<file path="src/rtl/vga_timing_pkg.sv">
// Shared VGA 640x480@60 timing constants and vertical region encoding.
// Imported by the horizontal counter, the vertical sync block and decoders.
package vga_timing_pkg;

   localparam int unsigned H_ACTIVE = 640;
   localparam int unsigned H_FP     = 16;
   localparam int unsigned H_SYNC   = 96;
   localparam int unsigned H_BP     = 48;
   localparam int unsigned H_TOTAL  = H_ACTIVE + H_FP + H_SYNC + H_BP;

   localparam int unsigned V_ACTIVE = 480;
   localparam int unsigned V_FP     = 10;
   localparam int unsigned V_SYNC   = 2;
   localparam int unsigned V_BP     = 33;
   localparam int unsigned V_TOTAL  = V_ACTIVE + V_FP + V_SYNC + V_BP;

   // First and last asserted positions of each sync pulse
   localparam int unsigned H_SYNC_START = H_ACTIVE + H_FP;
   localparam int unsigned H_SYNC_END   = H_SYNC_START + H_SYNC - 1;
   localparam int unsigned V_SYNC_START = V_ACTIVE + V_FP;
   localparam int unsigned V_SYNC_END   = V_SYNC_START + V_SYNC - 1;

   typedef enum logic [1:0] {
      ST_ACTIVE = 2'd0,
      ST_FRONT  = 2'd1,
      ST_SYNC   = 2'd2,
      ST_BACK   = 2'd3
   } v_state_t;

endpackage

</file>
<file path="src/rtl/vga_h_decode.sv">
// Combinational horizontal region decode: visible area and sync window.
// Positions at or beyond the line total decode as blank with sync idle.
module vga_h_decode
   import vga_timing_pkg::*;
#(
   parameter logic [9:0] ACT_END    = 10'(H_ACTIVE),
   parameter logic [9:0] SYNC_FIRST = 10'(H_SYNC_START),
   parameter logic [9:0] SYNC_LAST  = 10'(H_SYNC_END),
   parameter logic [9:0] TOTAL      = 10'(H_TOTAL)
) (
   input  logic [9:0] h_count,
   output logic       visible,
   output logic       sync_on
);

   logic in_range;

   assign in_range = h_count < TOTAL;
   assign visible  = in_range && (h_count < ACT_END);
   assign sync_on  = in_range && (h_count >= SYNC_FIRST)
                              && (h_count <= SYNC_LAST);

endmodule

</file>
<file path="src/rtl/vga_v_sync.sv">
// Vertical line counter and region FSM; registers sync, blanking,
// pixel coordinates and the frame-start pulse for the pixel pipeline.
module vga_v_sync
   import vga_timing_pkg::*;
#(
   parameter int unsigned H_ACTIVE        = vga_timing_pkg::H_ACTIVE,
   parameter int unsigned H_FP            = vga_timing_pkg::H_FP,
   parameter int unsigned H_SYNC          = vga_timing_pkg::H_SYNC,
   parameter int unsigned H_BP            = vga_timing_pkg::H_BP,
   parameter int unsigned V_ACTIVE        = vga_timing_pkg::V_ACTIVE,
   parameter int unsigned V_FP            = vga_timing_pkg::V_FP,
   parameter int unsigned V_SYNC          = vga_timing_pkg::V_SYNC,
   parameter int unsigned V_BP            = vga_timing_pkg::V_BP,
   parameter bit          SYNC_ACTIVE_LOW = 1'b1
) (
   input  logic       clk,
   input  logic       reset,
   input  logic [9:0] h_count,
   input  logic       trig_v,
   output logic [9:0] v_count,
   output logic       hsync,
   output logic       vsync,
   output logic       video_on,
   output logic [9:0] pixel_x,
   output logic [9:0] pixel_y,
   output logic       frame_start
);

   // Last line of each vertical region
   localparam logic [9:0] VA_LAST = 10'(V_ACTIVE - 1);
   localparam logic [9:0] VF_LAST = 10'(V_ACTIVE + V_FP - 1);
   localparam logic [9:0] VS_LAST = 10'(V_ACTIVE + V_FP + V_SYNC - 1);
   localparam logic [9:0] VT_LAST =
      10'(V_ACTIVE + V_FP + V_SYNC + V_BP - 1);

   v_state_t   state;
   v_state_t   state_next;
   logic [9:0] v_next;
   logic       h_vis;
   logic       h_sync_on;
   logic       vis;

   vga_h_decode #(
      .ACT_END    (10'(H_ACTIVE)),
      .SYNC_FIRST (10'(H_ACTIVE + H_FP)),
      .SYNC_LAST  (10'(H_ACTIVE + H_FP + H_SYNC - 1)),
      .TOTAL      (10'(H_ACTIVE + H_FP + H_SYNC + H_BP))
   ) u_h_decode (
      .h_count (h_count),
      .visible (h_vis),
      .sync_on (h_sync_on)
   );

   assign vis = h_vis && (state == ST_ACTIVE);

   always_comb begin
      v_next     = v_count;
      state_next = state;
      if (trig_v) begin
         v_next = (v_count == VT_LAST) ? '0 : v_count + 10'd1;
         case (state)
            ST_ACTIVE: if (v_count == VA_LAST) state_next = ST_FRONT;
            ST_FRONT:  if (v_count == VF_LAST) state_next = ST_SYNC;
            ST_SYNC:   if (v_count == VS_LAST) state_next = ST_BACK;
            ST_BACK:   if (v_count == VT_LAST) state_next = ST_ACTIVE;
            default:   state_next = ST_ACTIVE;
         endcase
      end
   end

   always_ff @(posedge clk or posedge reset) begin
      if (reset) begin
         state       <= ST_ACTIVE;
         v_count     <= '0;
         hsync       <= SYNC_ACTIVE_LOW;
         vsync       <= SYNC_ACTIVE_LOW;
         video_on    <= 1'b0;
         pixel_x     <= '0;
         pixel_y     <= '0;
         frame_start <= 1'b0;
      end else begin
         state       <= state_next;
         v_count     <= v_next;
         hsync       <= h_sync_on ^ SYNC_ACTIVE_LOW;
         vsync       <= (state == ST_SYNC) ^ SYNC_ACTIVE_LOW;
         video_on    <= vis;
         pixel_x     <= vis ? h_count : '0;
         pixel_y     <= vis ? v_count : '0;
         // Marks the first clock of line 0 after a natural wrap only
         frame_start <= trig_v && (v_count == VT_LAST);
      end
   end

endmodule

</file>
<file path="config.mk">
export PLATFORM = sky130hd
export DESIGN_NAME = vga_v_sync
export DESIGN_NICKNAME = d
export VERILOG_FILES = /design/src/rtl/vga_timing_pkg.sv /design/src/rtl/vga_h_decode.sv /design/src/rtl/vga_v_sync.sv
export SDC_FILE = /design/constraint.sdc
export NUM_CORES = 1
export LEC_CHECK = 0
export BUFFER_PORTS_ARGS = -buffer_cell sky130_fd_sc_hd__buf_2
export CORE_MARGIN = 5
export CORE_UTILIZATION = 50
export CTS_CLUSTER_SIZE = 28
export DETAILED_ROUTE_END_ITERATION = 10
export PLACE_DENSITY = 0.74
export SLEW_MARGIN = 15
export SYNTH_ARGS = -nofsm -noshare
export SYNTH_HDL_FRONTEND = slang
export SYNTH_SLANG_ARGS = --single-unit
export TNS_END_PERCENT = 50
</file>
<file path="constraint.sdc">
create_clock -name clk -period 2.3 [get_ports clk]
set_input_delay 0.345 -clock clk [delete_from_list [all_inputs] [get_ports clk]]
set_output_delay 0.345 -clock clk [all_outputs]
set_load 0.02 [all_outputs]
</file>
Yosys cells after proc, flatten, opt, wreduce, memory -nomap -nowiden
Cells that the tools add are included.
{"block": "word_totals", "register_bits": 36, "latch_bits": 0, "mem_bits_rw": 0, "romBits": 0, "in_bits": 13, "out_inout_bits": 34, "n_memories": 0}
{"block": "classes", "n_addsub": 1, "n_mul": 0, "n_div": 0, "magnitude_cmp": 4, "eq_ne": 11, "shifts": 0, "n_mux": 8, "bitwise_logic": 2, "n_reduce_logical": 7}
{"cell": "$eq 10x9->1 const B", "count": 3}
{"cell": "$mux 10", "count": 3}
{"cell": "$lt 10x10->1 const B", "count": 2}
{"cell": "$add 10x1->10 const B", "count": 1}
{"cell": "$eq 10x10->1 const B", "count": 1}
{"cell": "$ge 10x10->1 const B", "count": 1}
{"cell": "$le 10x10->1 const B", "count": 1}
{"cell": "$mux 2", "count": 4}
{"cell": "$pmux 2 s4", "count": 1}
{"cell": "$ne 2x2->1 const B", "count": 3}
{"cell": "$logic_and 1x1->1", "count": 5}
{"cell": "$reduce_and 5->1", "count": 1}
{"cell": "$eq 2x2->1 const B", "count": 2}
{"cell": "$eq 2x1->1 const B", "count": 1}
{"cell": "$logic_not 2->1", "count": 1}
{"cell": "$ne 2x1->1 const B", "count": 1}
{"cell": "$not 1->1", "count": 2}

Longest topological paths before layout
Gate-level depths: netlist of the first run.
{"block": "logic_depth", "ltp_word": 4, "ltp_mapped": 6, "depth_no_buf": 6}

Cells and area by module
Synthesis of the first run repeated with hierarchy kept, for this count alone.
{"block": "hier_totals", "hier_cells": 135, "hier_area_um2": 1572.8}
{"mod": "vga_v_sync", "instances": 1, "cells_each": 130, "area_each_um2": 1539.0}
{"mod": "vga_h_decode", "instances": 1, "cells_each": 5, "area_each_um2": 33.8}

Worst setup path before layout of the first run
Ideal clock, no wire load.
{"block": "synth_timing", "path_kind": "reg-to-reg", "start": "reg v_count[0]", "end": "reg state[1]", "arrival_ns": 1.779, "required_ns": 2.175, "path_slack_ns": 0.396, "stages_incl_launch_ff": 6, "path_buffers": 0, "period_less_slack_ns": 1.904, "path_cell_list": "dfrtp_1 -> ha_1 -> and4_1 -> a31oi_1 -> a2111oi_4 -> mux2_4"}
{"block": "synth_between", "elab_chain_len": 3}
{"item": "start, declared", "line": "vga_v_sync.sv:20", "text": "output logic [9:0] v_count,"}
{"item": "start signal, assigned", "line": "vga_v_sync.sv:83", "text": "v_count <= v_next;"}
{"item": "$eq 10x10->1, or another cell as far along", "line": "vga_v_sync.sv:65", "text": "ST_BACK: if (v_count == VT_LAST) state_next = ST_ACTIVE;"}
{"item": "$ne 2x2->1 (no line) / $ne 2x1->1 (equally long branches)"}
{"item": "$reduce_and 5->1 (no line) *"}
{"item": "end signal, assigned", "line": "vga_v_sync.sv:82", "text": "state <= state_next;"}
{"item": "end, declared", "line": "vga_v_sync.sv:36", "text": "v_state_t state;"}
Every way passes the cells marked *; elsewhere a longest branch is shown, timed or not.
A chain may end at the register's enable or synchronous reset.

Worst setup path after layout of the first run
Ends and elaborated chain as after synthesis.

==> results of run 1 <==
[flip-flops by register name, indices dropped and copies added, names as in the netlist]
| signal | count |
|---|---|
| pixel_y | 10 |
| hsync | 1 |
| pixel_x | 10 |
| state | 2 |
| v_count | 10 |
| vsync | 1 |
| frame_start | 1 |
| video_on | 1 |
[worst max-delay path, cell delays in order, from the launching register on]
cell,delay [ns]
dfrtp_1,0.50
ha_1,0.26
and4_1,0.24
a31oi_1,0.12
a2111oi_4,0.36
mux2_4,0.33
[synthesized netlist by cell type, drive strengths merged (2+ instances only)]
master	number	share of area
dfrtp	34	0.54
nand4	2	0.0080
xnor2	5	0.028
inv	8	0.019
o21ai	2	0.0064
nor2b	3	0.012
nand3	6	0.022
and3	21	0.084
nor3	2	0.0064
nand2	5	0.012
and2	2	0.0080
ha	7	0.056
mux2	3	0.024
a31oi	3	0.021
clkbuf	4	0.0096
dfstp	2	0.033
nor2	7	0.017
[power groups by stage]
| stage | Clock [uW] | Sequential [uW] | Combinational, uW |
|---|---|---|---|
| 3_3_place_gp | 0 | 816 | 355 |
| 3_5_place_dp | 0 | 822 | 360 |
| 6_report | 435 | 817 | 358 |
| 5_1_grt | 480 | 828 | 397 |
| 2_1_floorplan | 0 | 867 | 178 |
| 4_1_cts | 447 | 812 | 364 |
[cell families (layout without fill, tap and decap cells)]
family | count (synthesis) | after routing | synth area share
AND/OR/NAND/NOR | 54 | 54 | 0.217
adder cells (fa/ha/maj) | 7 | 7 | 0.0557
XOR/XNOR | 6 | 6 | 0.0334
AO/OA/AOI/OAI | 9 | 9 | 0.0573
buffers and inverters | 13 | 65 | 0.0318
flip-flops | 36 | 36 | 0.575
multiplexers | 4 | 4 | 0.0303
[per-stage QoR]
stage | util | instance area, um^2 | worst slack (ns)
after floorplan | - | 1570 | 0.396
after global placement | 0.614 | 1860 | 0.467
after detailed placement | 0.614 | 1860 | 0.405
after CTS | 0.639 | 1940 | 0.400
after global routing | 0.639 | 1940 | 0.209
final | 0.639 | 1940 | 0.386
[worst paths after layout]
| check | from | endpoint | slack (ns) | cells after the start |
|---|---|---|---|---|
| min | reset | pixel_x[9] | 0.08 | 3 |
| max in group asynchronous | reset | vsync | 1.87 | 3 |
| max reg2reg | v_count[0] | state[1] | 0.39 | 5 |
| max | v_count[0] | state[1] | 0.39 | 5 |
| min reg2reg | state[1] | state[1] | 0.60 | 1 |
| min in group clk | h_count[5] | hsync | 0.22 | 3 |
[routing by layer]
metal / vias to the layer above / global-route usage / wire [um]
met5: - / 0 / 0
met4: 0 / 0.0685 / 57
met3: 9 / 0.0612 / 263
met2: 52 / 0.255 / 1460
met1: 533 / 0.215 / 1470
li1: 547 / - / -
[final cells by class]
cell class                 instances  share of cell area
clock buffer                       6              0.0213
sequential                        36               0.467
tap                               44              0.0284
clock inverter                     2              0.0181
inverter                           8              0.0155
timing repair buffer              49               0.131
multi-input combinational         80               0.319
==> results.json, run 1 <==
{
  "seqCellArea_um2": 903,
  "fin_crit_sh": 0.832,
  "area_growth_pct": 23.2,
  "io_buffer_count": 46,
  "finalHoldViolCount": 0,
  "nets": 200,
  "gp_congestion": 0.881,
  "numCtsBuffers": 5,
  "drt-total-wl_um": 3250,
  "fin_crit_ns": 1.91,
  "cts_sinks": 36,
  "max_freq_ghz": 0.522,
  "initial_core_util": 0.519,
  "wl_per_cell_um": 14.5,
  "p_comb_frac": 0.223,
  "seq_power_share": 0.507,
  "crit_path_end_kind": "register",
  "rsz0062_at_grt": "no",
  "num_rows": 20,
  "die_w_um": 66.1,
  "totalPowerFinal_uw": 1610,
  "dp_hpwl_um": 2300,
  "vias": 1141,
  "placed_cells": 217,
  "cp-start-kind": "register",
  "chipHeight_um": 66.1,
  "drive_above_1_share": 0.370,
  "syn_area_um2": 1570,
  "fillers": 273,
  "setup_viol": 0,
  "p_sw_uw": 547,
  "async_flop_share": 1.00,
  "p_leak_uw": 0.00109,
  "yosysSeqAreaShare": 0.575,
  "ys.warnings.count": 0,
  "path_max_fanout": 9,
  "ys.flop_type": "dfrtp_1",
  "synth_nets": 149,
  "status": "complete, no violations",
  "arrival_ns": 2.15,
  "p_per_area_nw_per_um2": 832,
  "grt_max_degree": 37,
  "grt_first_pass_wirelength_um": 5460,
  "hp-class": "in2async",
  "overflow": 0,
  "diodes": 0,
  "cts_tree": "built",
  "pwr-share-clk": 0.270,
  "hold-worst-slack_ns": 0.0767,
  "peakVddDrop_mv": 0.709,
  "drc": 0,
  "synthCells": 129,
  "final.setup.tns_ns": 0,
  "drtAntennaViolNets": 0,
  "grt.total_usage": 0.167,
  "clkSlewWorstSetupHoldPaths_ns": 0.11,
  "yosys.cell_types.count": 35,
  "clk_path_buf_depth": 2,
  "maxSlewViolCount": 0,
  "maxCapViolations": 0,
  "cts_resized": 0,
  "clk_latency_ns": 0.34,
  "multiInputGateArea_um2": 618,
  "vias_per_cell": 5.07,
  "layout_common_cells": "buf_2, dfrtp_1, and3_1",
  "criticalPathCategory": "reg2reg",
  "antenna_found_initial": 0,
  "core_um2": 3030,
  "ys_seq_elements": 36,
  "max_slew.worst_pin.slew_ns": 0.437,
  "synth-edff-count": 0,
  "skew_ns": 0.0115,
  "grt_pass1_vias": 1135,
  "critPathRequiredTime_ns": 2.54,
  "htree_levels": 2,
  "cts_setup_buffers": 0,
  "instances_no_fill": 225,
  "final_common_cell": "buf_2",
  "syn_avg_cell_area_um2": 12.2,
  "cts-root-buf": "clkbuf_4",
  "drtIter0Drc": 42,
  "pin_count": 47,
  "cts_hold_buf": 0,
  "drtPass1Iterations": 4,
  "switching_share": 0.340,
  "internal_power_uw": 1060,
  "die-area_um2": 4360,
  "relSlewSlack": 0.709
}
(Power assumes the default switching activity.)
==> inputs of run 2 (changes only) <==
- ABC_AREA: unset -> 1
- CORE_UTILIZATION: 50 -> 51
- PLACE_DENSITY: 0.74 -> 0.75
- clock period: 2.3 -> 1.9 ns (I/O delays scaled with it)
==> results.json, run 2 <==
{
  "r2r-start": "v_count[0]",
  "cts_hold_buf": 0,
  "chipHeight_um": 66.6,
  "path_max_fanout": 7,
  "io_buffer_count": 46,
  "rsz0062_at_grt": "no",
  "fin_crit_sh": 0.844,
  "synthCells": 176,
  "vias_per_cell": 4.76,
  "die_w_um": 66.6,
  "cts_resized": 0,
  "cp-start-kind": "register",
  "grt.total_usage": 0.166,
  "worstSetupEndpoint": "state[0]",
  "totalPowerFinal_uw": 2690,
  "drc": 0,
  "max_freq_ghz": 0.624,
  "ys_seq_elements": 36,
  "clk_latency_ns": 0.34,
  "grt_max_degree": 37,
  "peakVddDrop_mv": 0.697,
  "drt-total-wl_um": 3210,
  "yosysSeqAreaShare": 0.552,
  "multiInputGateArea_um2": 597,
  "core_um2": 3050,
  "num_rows": 20,
  "cp-startpoint": "v_count[0]",
  "gp_congestion": 0.937,
  "overflow": 0,
  "dp_hpwl_um": 2530,
  "finalHoldViolCount": 0,
  "vias": 1300,
  "diodes": 0,
  "reg2reg_slack_ns": 0.30,
  "fillers": 265,
  "maxSlewViolCount": 0,
  "drt-met1-wl_um": 1350,
  "hold-worst-slack_ns": 0.0199,
  "drtPass1Iterations": 4,
  "antenna_found_initial": 0,
  "grt_pass1_vias": 1253,
  "ys.flop_type": "dfrtp_1",
  "finalInstanceArea_um2": 1980,
  "synth_nets": 196,
  "reg2regPathDepth": 9,
  "async_flop_share": 1.00,
  "cts_setup_buffers": 0,
  "synth-edff-count": 0,
  "yosysMostFrequentCell": "dfrtp_1",
  "ys.warnings.count": 0,
  "cts_sinks": 36,
  "area_growth_pct": 20.9,
  "clk_path_buf_depth": 2,
  "wl_per_cell_um": 11.8,
  "pin_count": 47,
  "max_slew.worst_pin.slew_ns": 0.423,
  "status": "complete, no violations",
  "skew_ns": 0.00703,
  "synth_area_leaders": "dfrtp_1, inv_1, nor2_1",
  "worstReg2RegEnd": "state[0]",
  "numCtsBuffers": 5,
  "final.setup.tns_ns": 0,
  "drive_above_1_share": 0.328,
  "cts-root-buf": "clkbuf_4",
  "layout_common_cells": "buf_2, dfrtp_1, inv_1",
  "yosys.cell_types.count": 23,
  "fin_crit_ns": 1.60,
  "seqCellArea_um2": 903,
  "grt_first_pass_wirelength_um": 5540,
  "initial_core_util": 0.536,
  "syn_avg_cell_area_um2": 9.29,
  "arrival_ns": 1.84,
  "die-area_um2": 4440,
  "criticalPathCategory": "reg2reg",
  "synth_top_area_frac": 0.520,
  "placed_cells": 265,
  "final_common_cell": "buf_2",
  "reg.largest.list": "pixel_x (10), pixel_y (10), v_count (10)",
  "dr_wl_met2_um": 1570,
  "p_per_area_nw_per_um2": 1360,
  "relSlewSlack": 0.718,
  "crit_path_end_kind": "register",
  "setup_viol": 0,
  "p_leak_uw": 0.00115,
  "routed-wl-met3_um": 240,
  "cts_tree": "built",
  "maxCapViolations": 0,
  "dpl_cell_area_um2": 1920,
  "hp-class": "in2async",
  "synthTopCellsByCount": "dfrtp_1, inv_1, nor2_1",
  "drtIter0Drc": 64,
  "clkSlewWorstSetupHoldPaths_ns": 0.11,
  "drtAntennaViolNets": 0,
  "yosys.area.top_type": "dfrtp_1",
  "top_layer": "met4",
  "instances_no_fill": 273,
  "critPathRequiredTime_ns": 2.14,
  "nets": 248,
  "htree_levels": 2,
  "syn_area_um2": 1640
}
==> run 2: logic make-up (layout without fill, tap and decap cells) <==
logic type,after synthesis,in the layout,share of synthesized area
DFF,36,36,0.552
AOI/OAI and AO/OA,7,7,0.0245
xor gates and xnor gates,5,5,0.0268
buffers and inverters,35,88,0.0826
and+or+nand+nor,86,86,0.260
adders and majority gates,7,7,0.0536
==> run 2: power by group <==
part | internal (uW) | switching (uW) | total [uW]
clock | 142 | 255 | 397
sequential | 981 | 175 | 1160
combinational | 369 | 772 | 1140
==> run 2: worst max-delay path, cell delays in order, from the launching register on <==
cell and delay, ns:
dfrtp_1 0.47, inv_1 0.16, ha_1 0.20, inv_1 0.05
nor2_2 0.11, nand4_2 0.12, nand2_1 0.09, nand2_1 0.08
o21bai_1 0.15, nand2_1 0.07
==> run 2: worst min path at each step <==
stage | start | to | cells after the start
finish | reset | state[0] | 3
global route | reset | v_count[9] | 3
CTS | reset | v_count[6] | 3
detailed placement | reset | v_count[6] | 3
global placement | reset | v_count[8] | 3
floorplan | h_count[7] | pixel_x[7] | 2
==> run 2: layer usage <==
layer | vias up | GRT usage
met4 | 0 | 0.0736
met5 | - | 0
met2 | 41 | 0.278
li1 | 642 | -
met1 | 609 | 0.198
met3 | 8 | 0.0438
==> run 2: metrics by stage <==
stage                     utilization  setup slack (ns)
after CTS                       0.648             0.309
after global placement          0.629             0.409
final                           0.648             0.297
after detailed placement        0.629             0.322
after floorplan                     -             0.397
after global routing            0.648             0.187
==> run 2: final cells by class <==
cell class                 instances  area share
clock inverter                     3     0.00949
inverter                          32      0.0608
tap                               44      0.0278
multi-input combinational        105       0.302
sequential                        36       0.457
clock buffer                       5      0.0190
timing repair buffer              48       0.124
==> inputs of run 3 (changes only) <==
- ABC_AREA: 1 -> 0
- CORE_UTILIZATION: 51 -> 45
- PLACE_DENSITY: 0.75 -> 0.7
- clock period: 1.9 -> 1.4 ns (I/O delays scaled with it)
==> results.json, run 3 (same netlist as run 1, synthesis figures left out) <==
{
  "p_leak_uw": 0.00124,
  "grt_first_pass_wirelength_um": 6440,
  "initial_core_util": 0.467,
  "num_rows": 21,
  "drc": 0,
  "rsz0062_at_grt": "yes",
  "numCtsBuffers": 5,
  "fillers": 286,
  "cp-start-kind": "register",
  "antenna_found_initial": 0,
  "grt.total_usage": 0.173,
  "diodes": 0,
  "relSlewSlack": 0.701,
  "drt-met1-wl_um": 1590,
  "cpMaxStageDelayCell": "dfrtp_2",
  "criticalPathCategory": "reg2reg",
  "chipHeight_um": 69.1,
  "cts-root-buf": "clkbuf_4",
  "grt_max_degree": 37,
  "crit_path_max_incr_delay_ns": 0.46,
  "reg.largest.list": "pixel_x (10), pixel_y (10), v_count (10)",
  "p_per_area_nw_per_um2": 1320,
  "setup_ws_ns": -0.336,
  "nets": 234,
  "vias": 1314,
  "status": "complete, but fails checks",
  "arrival_ns": 1.98,
  "cp_cell_sequence": "inv_2 > ha_4 > nor2b_4 > nand3_2 > a2111oi_4 > mux2_4",
  "finalHoldViolCount": 0,
  "final_common_cell": "buf_2",
  "wl_per_cell_um": 15.3,
  "skew_ns": 0.0116,
  "drtIter0Drc": 57,
  "die_w_um": 69.1,
  "fin_crit_ns": 1.74,
  "layout_common_cells": "buf_2, buf_4, dfrtp_1",
  "routed-wl-met3_um": 293,
  "path_max_fanout": 3,
  "htree_levels": 2,
  "crit_path_end_kind": "register",
  "drt-total-wl_um": 3990,
  "gp_congestion": 0.829,
  "grt_pass1_vias": 1351,
  "drtPass1Iterations": 4,
  "totalPowerFinal_uw": 2990,
  "fin_crit_sh": 1.24,
  "clk_latency_ns": 0.34,
  "dp_hpwl_um": 2830,
  "vias_per_cell": 5.03,
  "clk_path_buf_depth": 2,
  "setup_viol": 9,
  "max_freq_ghz": 0.576,
  "drtAntennaViolNets": 0,
  "clkSlewWorstSetupHoldPaths_ns": 0.11,
  "drive_above_1_share": 0.553,
  "top_layer": "met4",
  "die-area_um2": 4770,
  "fin_util": 0.672,
  "dpl_cell_area_um2": 2090,
  "maxCapViolations": 0,
  "area_growth_pct": 43.9,
  "maxSlewViolCount": 0,
  "core_um2": 3360,
  "hp-class": "in2reg",
  "critPathRequiredTime_ns": 1.64,
  "pin_count": 47,
  "finalInstanceArea_um2": 2260,
  "overflow": 0,
  "max_slew.worst_pin.slew_ns": 0.448,
  "cts_tree": "built",
  "peakVddDrop_mv": 0.987,
  "dr_wl_met2_um": 2000,
  "violations": "negative setup slack",
  "io_buffer_count": 46,
  "cts_sinks": 36
}
## run 3: per-layer routing
layer | global-route usage | up-vias
met2 | 0.289 | 52
met4 | 0.0824 | 0
met3 | 0.0610 | 11
met1 | 0.197 | 640
met5 | 0 | -
li1 | - | 611
## run 3: stage by stage
stage | TNS [ns] | hold slack [ns] | worst slack [ns] | instances
after CTS | -1.02 | 0.0940 | -0.316 | 258
after detailed placement | -1.27 | 0.331 | -0.328 | 245
after global placement | -0.905 | 0.323 | -0.256 | 245
after floorplan | -0.554 | 0.305 | -0.332 | 129
final | -1.24 | 0.105 | -0.336 | 261
after global routing | -1.84 | 0.100 | -0.411 | 261
## run 3: path summary, 6_finish.rpt
check / startpoint / endpoint / slack [ns] / cells past startpoint
worst max-delay path: v_count[1] / state[1] / -0.34 / 6
worst min-delay path: h_count[5] / hsync / 0.10 / 3
worst max register to register: v_count[1] / state[1] / -0.34 / 6
worst min register to register: v_count[8] / v_count[8] / 0.64 / 2
max in group asynchronous: reset / vsync / 0.55 / 4
min in group asynchronous: reset / frame_start / 0.50 / 4
## run 3: report_power, final
group | internal (uW) | switching, uW | total [uW]
Combinational | 605 | 595 | 1200
Clock | 196 | 327 | 523
Sequential | 1150 | 120 | 1270
Total | 1950 | 1040 | 2990
## run 3: final cells by class
class | instances | area (um^2) | area share
Clock buffer | 7 | 45.0 | 0.0199
Clock inverter | 1 | 5.00 | 0.00221
Inverter | 8 | 30.0 | 0.0133
Multi-Input combinational cell | 80 | 672 | 0.297
Sequential cell | 36 | 915 | 0.405
Tap cell | 46 | 57.6 | 0.0255
Timing Repair Buffer | 83 | 537 | 0.237
## run 3: worst max-delay path, delay by kind of cell, from the launching register on
kind | cells | cell delay (ns)
AO/OA/AOI/OAI | 1 | 0.39
multiplexers | 1 | 0.33
buffers and inverters | 1 | 0.10
AND/OR/NAND/NOR | 2 | 0.23
flip-flops | 1 | 0.46
adder cells (fa/ha/maj) | 1 | 0.12
## run 3: what timing repair did
action / in CTS / in global routing
hold buffers: 1 / 0
setup buffers: 5 / 3
endpoints found under the hold margin: 34 / 0
gates cloned: 0 / 0
pin swaps: 4 / 2
endpoints found under the setup margin: 8 / 13
gates resized for setup: 9 / 7
